**config.mk**
```make
export PLATFORM = sky130hd
export DESIGN_NAME = pe_operand_accumulator
export DESIGN_NICKNAME = d
export VERILOG_FILES = /design/src/rtl/pe_pkg.sv /design/src/rtl/pe_acc_adder.sv /design/src/rtl/pe_operand_accumulator.sv
export SDC_FILE = /design/constraint.sdc
export NUM_CORES = 1
export LEC_CHECK = 0
export CORE_MARGIN = 4
export CORE_UTILIZATION = 39
export CTS_CLUSTER_DIAMETER = 100
export DETAILED_ROUTE_END_ITERATION = 10
export PLACE_DENSITY = 0.7
export SYNTH_ARGS = -nofsm -noshare
export SYNTH_HDL_FRONTEND = slang
export SYNTH_SLANG_ARGS = --single-unit
```
**constraint.sdc**
```tcl
create_clock -name clk -period 1.76 [get_ports clk]
set_clock_uncertainty 0.1 [all_clocks]
set_input_delay 0.528 -clock clk [delete_from_list [all_inputs] [get_ports clk]]
set_output_delay 0.528 -clock clk [all_outputs]
set_load 0.1 [all_outputs]
```
**src/rtl/pe_pkg.sv**
```systemverilog
// Shared types and default widths for the PE operand accumulator slice.
package pe_pkg;

  localparam int PE_DATA_W = 8;
  localparam int PE_ACC_W  = 16;
  localparam int PE_CNT_W  = 8;

  typedef enum logic [1:0] {
    IDLE  = 2'd0,
    ACCUM = 2'd1,
    DONE  = 2'd2
  } pe_state_e;

endpackage

```
**src/rtl/pe_acc_adder.sv**
```systemverilog
// Combinational accumulator adder: acc + zero-extended operand, with carry out.
// Build option PE_ACC_SATURATE_EN clamps the sum to all-ones on carry.
module pe_acc_adder
  import pe_pkg::*;
#(
  parameter int DATA_W = PE_DATA_W,
  parameter int ACC_W  = PE_ACC_W
) (
  input  logic [ACC_W-1:0]  acc,
  input  logic [DATA_W-1:0] operand,
  output logic [ACC_W-1:0]  sum,
  output logic              carry
);

  logic [ACC_W:0] raw;

  // One extra bit captures the carry; the size cast also covers ACC_W == DATA_W.
  assign raw   = {1'b0, acc} + (ACC_W+1)'(operand);
  assign carry = raw[ACC_W];

`ifdef PE_ACC_SATURATE_EN
  assign sum = carry ? '1 : raw[ACC_W-1:0];
`else
  assign sum = raw[ACC_W-1:0];
`endif

endmodule

```
**src/rtl/pe_operand_accumulator.sv**
```systemverilog
// Sums a programmed number of unsigned operands into an ACC_W result with
// valid/ready on both sides. Optional clamp-on-overflow: PE_ACC_SATURATE_EN.
module pe_operand_accumulator
  import pe_pkg::*;
#(
  parameter int DATA_W = PE_DATA_W,
  parameter int ACC_W  = PE_ACC_W,
  parameter int CNT_W  = PE_CNT_W
) (
  input  logic              clk,
  input  logic              reset_n,
  input  logic              start,
  input  logic [CNT_W-1:0]  len,
  input  logic [DATA_W-1:0] in_data,
  input  logic              in_valid,
  output logic              in_ready,
  output logic [ACC_W-1:0]  out_data,
  output logic              out_valid,
  input  logic              out_ready,
  output logic              busy,
  output logic              ovf
);

  pe_state_e        state, state_nxt;
  logic [ACC_W-1:0] acc;
  logic [ACC_W-1:0] sum;
  logic             carry;
  logic [CNT_W-1:0] cnt;
  logic             ovf_q;
  logic             start_ok;
  logic             in_fire;

  assign start_ok = (state == IDLE) && start;
  assign in_fire  = (state == ACCUM) && in_valid;

  pe_acc_adder #(
    .DATA_W (DATA_W),
    .ACC_W  (ACC_W)
  ) u_adder (
    .acc     (acc),
    .operand (in_data),
    .sum     (sum),
    .carry   (carry)
  );

  // NOTE: sequential state uses non-blocking (<=) so every flop samples pre-edge values.
  always_ff @(posedge clk or negedge reset_n) begin
    if (!reset_n) state <= IDLE;
    else          state <= state_nxt;
  end

  // NOTE: defaulting every comb output first keeps unlisted paths from inferring latches.
  always_comb begin
    state_nxt = state;
    unique case (state)
      IDLE:    if (start) state_nxt = (len == '0) ? DONE : ACCUM;
      ACCUM:   if (in_valid && (cnt == CNT_W'(1))) state_nxt = DONE;
      DONE:    if (out_ready) state_nxt = IDLE;
      default: state_nxt = IDLE;
    endcase
  end

  always_comb begin
    in_ready  = 1'b0;
    out_valid = 1'b0;
    busy      = 1'b0;
    unique case (state)
      IDLE:    ;
      ACCUM: begin
        in_ready = 1'b1;
        busy     = 1'b1;
      end
      DONE: begin
        out_valid = 1'b1;
        busy      = 1'b1;
      end
      default: ;
    endcase
  end

  // acc holds still in DONE, so out_data is stable until the result handshake.
  always_ff @(posedge clk or negedge reset_n) begin
    if (!reset_n) begin
      acc   <= '0;
      cnt   <= '0;
      ovf_q <= 1'b0;
    end else if (start_ok) begin
      acc   <= '0;
      cnt   <= len;
      ovf_q <= 1'b0;
    end else if (in_fire) begin
      acc   <= sum;
      cnt   <= cnt - 1'b1;
      ovf_q <= ovf_q | carry;
    end
  end

  assign out_data = acc;
  assign ovf      = ovf_q;

endmodule

```
=== Yosys cells after proc, flatten, opt, wreduce, memory -nomap -nowiden ===
Index checks and enable logic that the tools add are counted.

* Add/sub/neg operators: 2
* Eq/ne operators: 6
* Mux-type cells: 14
* Bitwise operators: 1
* Reductions and logical operators: 8

{| class="wikitable"
|+ Operators with widths
! kind !! number
|-
| two-way mux 16 bit || 2
|-
| adder 16 x 8 -> 17 bit || 1
|-
| two-way mux 8 bit || 2
|-
| equality test 8 x 1 -> 1 bit (second input constant) || 1
|-
| zero test 8 bit || 1
|-
| two-way mux 2 bit || 4
|-
| subtractor 8 x 1 -> 8 bit (second input constant) || 1
|-
| one-hot mux 2 bit (3 select lines) || 1
|-
| two-way mux 1 bit || 5
|-
| inequality test 2 bit (second input constant) || 2
|-
| logical AND 1 bit || 3
|-
| AND reduction 3 bit || 1
|-
| equality test 2 x 1 -> 1 bit (second input constant) || 1
|-
| equality test 2 bit (second input constant) || 1
|-
| zero test 2 bit || 1
|-
| inequality test 2 x 1 -> 1 bit (second input constant) || 1
|-
| nonzero test 2 bit || 1
|-
| OR reduction 2 bit || 1
|-
| OR 1 bit || 1
|}

* Bits in registers: 27
* Bits of input ports: 21
* Word-level logic and storage cells: 35

=== Depth between registers and ports, before layout ===
* Depth in word-level cells: 4
* Mapped depth: 8
* Depth with buffers taken out: 7

=== Modules after synthesis ===
From an unflattened synthesis, not the netlist that was laid out.

* Cells, all modules: 228
* Area total of the unflattened synthesis: 1895.6 µm²

{| class="wikitable"
|+ Modules (own cells, without submodules)
! module !! instances !! cells an instance !! area each (µm²) !! sequential area each (µm²)
|-
| pe_operand_accumulator || 1 || 144 || 1301.2 || 675.6
|-
| pe_acc_adder || 1 || 84 || 594.3 || 0.0
|}

=== Worst setup path after synthesis ===
No wires, ideal clock.

* Kind: reg-to-reg
* From: reg acc[1] (netlist: out_data[1])
* To: reg acc[13] (netlist: out_data[13])
* Arrival time: 2.333 ns
* Data required time: 1.573 ns
* Slack: -0.759 ns
* Stages on the path, launching flop included: 7
* Clock period less this slack: 2.519 ns
* Cells stage by stage: dfrtp_1 > ha_1 > a211oi_1 > o211ai_2 > o211ai_1 > mux2_1 > nor3_1

* Longest elaborated chain between the ends: 3

{| class="wikitable"
|+ RTL lines
! element !! line !! RTL
|-
| from (decl) || pe_operand_accumulator.sv:25 || <nowiki>logic [ACC_W-1:0] acc;</nowiki>
|-
| from (signal assigned) || pe_operand_accumulator.sv:92 || <nowiki>acc <= sum;</nowiki>
|-
| adder 16 x 8 -> 17 bit || pe_acc_adder.sv:18 || <nowiki>assign raw = {1'b0, acc} + (ACC_W+1)'(operand);</nowiki>
|-
| two-way mux 16 bit || pe_operand_accumulator.sv:91 || <nowiki>end else if (in_fire) begin</nowiki>
|-
| two-way mux 16 bit || pe_operand_accumulator.sv:87 || <nowiki>end else if (start_ok) begin</nowiki>
|}

No other way between the ends. The select of a mux whose other input is x is not followed.
A chain may end at the register's enable or synchronous reset.

=== Final worst setup path ===
* From: reg acc[3] (netlist: out_data[3])
* To: reg acc[11] (netlist: out_data[11])

Same word-level chain as after synthesis.

==> reports/results.ini <==
[timing]
finalHoldViolCount=0
finalWorstSetupSlack_ps=-296
fin_crit_sh_pct=117
relSlewSlack_pct=72.5
setup_viol=15
period_needed_ps=2060
setup_tns_ps=-2420
tightest_slew_ps=409
rsz0062_at_grt=yes
maxClockFrequency_mhz=486
drv_slew=0

[min_path]
holdPathEnd=cnt[6]
hold_class=reg2reg
min_from=cnt[6]
holdPathStages=2

[logic_synthesis]
synthMostInstantiatedCell=nand2_1
syn-num-nets=230
synthTopCellsByCount=nand2_1, dfrtp_1, o21ai_0
synth_ff_type=dfrtp_1
yosysWarnings=0
syn_inst=195
ys_seq_elements=27
syn_area_per_cell_um2=8.82
ys_top_cells_by_area=dfrtp_1, ha_1, nand2_1, o21ai_0, xor2_1
yosysTopAreaCell=dfrtp_1
seq_area_frac_synth_pct=39.3
syn_area_um2=1720
ys_types=34
synth_edf_count=0
synth_top_area_share_pct=39.3
async_flop_share_pct=100

[cts]
clock_path_buffers=2
htreeDepth=1
clk_pin_slew_ps=100
hold_buffers=0
cts_buffers=3
cts_root_buf=clkbuf_8
cts_tree=built
clk_latency_ps=280
cts.sinks=27

[die]
coreArea_um2=4140
rows=23
dieArea_um2=5540
dieWidth_um=74.4
fp.dieH_um=74.4
ios=41
start_util_pct=41.5

[flow_run]
maxCapViolCount=0

[global_routing]
grt_pass1_vias=1859
track_usage_pct=21.2
grt-ovfl-total=0
antenna_found_initial=0
grt_pass1_wl_mm=8.91
grt_max_degree=28

[placed_design]
place.gp.congestion=0.860
dp_cells=311
numPortBuffers=40
hpwl_mm=3.52
pre_cts_ws_ps=-803

[final_layout]
syn_to_final_growth_pct=84.1
drive_gt1_share_pct=44.8
nNetsFinal=317
diodes=0
finalNonFillerCells=331

[setup_path]
cp_data_required_time_ps=1880
start_kind=flip-flop
end_kind=flip-flop
reg2reg_depth=7
worstPathArrival_ps=2170
critical_path_class=reg2reg
r2r_setup_slack_ps=-300
r2r_start=out_data[3]
worstPathMaxFanout=6
rr_endpoint=out_data[11]

[routing]
drt-total-wl_mm=5.50
drc=0
avgViaCountPerCell=5.48
wl_per_cell_um=16.6
dr.pass1.iters=4
vias=1813
detail_route.iter0.violations=192
ant_nets=0

[power_and_ir_drop]
cellPowerDensity_nw_per_um2=1760
leakagePower_nw=1.31
peakVddDrop_mv=0.974
p_total_mw=5.56

[status]
violations=negative setup slack
status=complete, but fails checks

==> cells by family (layout without fill, tap and decap cells) <==
logic type | after synthesis | after routing | synth area share, %
xor gates and xnor gates | 15 | 15 | 7.64
muxes | 2 | 2 | 1.24
and+or+nand+nor | 70 | 70 | 19.1
DFF | 27 | 27 | 39.3
AOI/OAI and AO/OA | 52 | 52 | 18.8
adders and majority gates | 14 | 14 | 10.6
buffers and inverters | 15 | 101 | 3.35
==> routing by layer <==
metal  GRT usage (%)  wire length (um)  part of all wire, %
met1            26.3              2180                   40
met3            3.24               306                  5.6
met2            36.0              2800                   51
met5               0                 0                    0
met4            9.88               212                  3.9
==> report_power, final <==
group,switching (mW),total (mW),internal [mW]
clock,0.206,0.367,0.161
combinational,2.25,4.05,1.80
sequential,0.270,1.14,0.873
total,2.73,5.56,2.84
==> worst max-delay path, stage by stage (launching register included) <==
cell and delay [ps]:
dfrtp_4 520, ha_4 290, o211ai_2 100, o211ai_2 180
buf_4 160, a31oi_4 110, or4_1 480, nand2_1 70
==> cells in the final DEF (no fill, tap or decap), types with 6 or more instances in the layout <==
cell / n
a21oi_1: 8
inv_1: 7
xnor2_1: 7
nand2_1: 30
dfrtp_2: 6
buf_6: 6
buf_4: 41
dfrtp_4: 8
ha_4: 11
xor2_1: 8
dfrtp_1: 13
o21ai_0: 12
clkdlybuf4s50_1: 11
nor2_1: 12
buf_12: 21
==> registers in the layout, summed over array words and instances (netlist names) <==
name	count
cnt	8
state	2
out_data	16
ovf	1
==> per-stage QoR <==
step	hold slack, ps	instance area (um2)	util (%)
finish	482	3170	76.4
global route	502	3170	76.4
CTS	480	3110	75.0
detailed placement	457	2810	67.7
global placement	449	2810	67.7
floorplan	132	1920	-
==> final cells by class <==
cell class / count / area (um2)
timing repair buffer: 88 / 991
tap: 50 / 62.6
inverter: 9 / 33.8
multi-input combinational: 153 / 1320
fill: 259 / 976
clock inverter: 1 / 7.51
clock buffer: 3 / 41.3
sequential: 27 / 713
==> what timing repair did <==
action | in CTS | in global routing
setup buffers | 12 | 4
pin swaps | 19 | 5
setup endpoints to repair | 22 | 19
gates resized for setup | 48 | 6
==> worst max path at each step <==
| stage | from | end | depth (start not counted) | slack [ps] |
|---|---|---|---|---|
| 2_1_floorplan | out_data[3] | out_data[9] | 6 | -240 |
| 3_3_place_gp | in_data[1] | out_data[13] | 7 | -690 |
| 3_5_place_dp | in_data[1] | out_data[6] | 8 | -800 |
| 4_1_cts | out_data[3] | out_data[9] | 7 | -200 |
| 5_1_grt | out_data[3] | out_data[11] | 7 | -350 |
| 6_report | out_data[3] | out_data[11] | 7 | -300 |
Power figures use the tool's default switching activity.
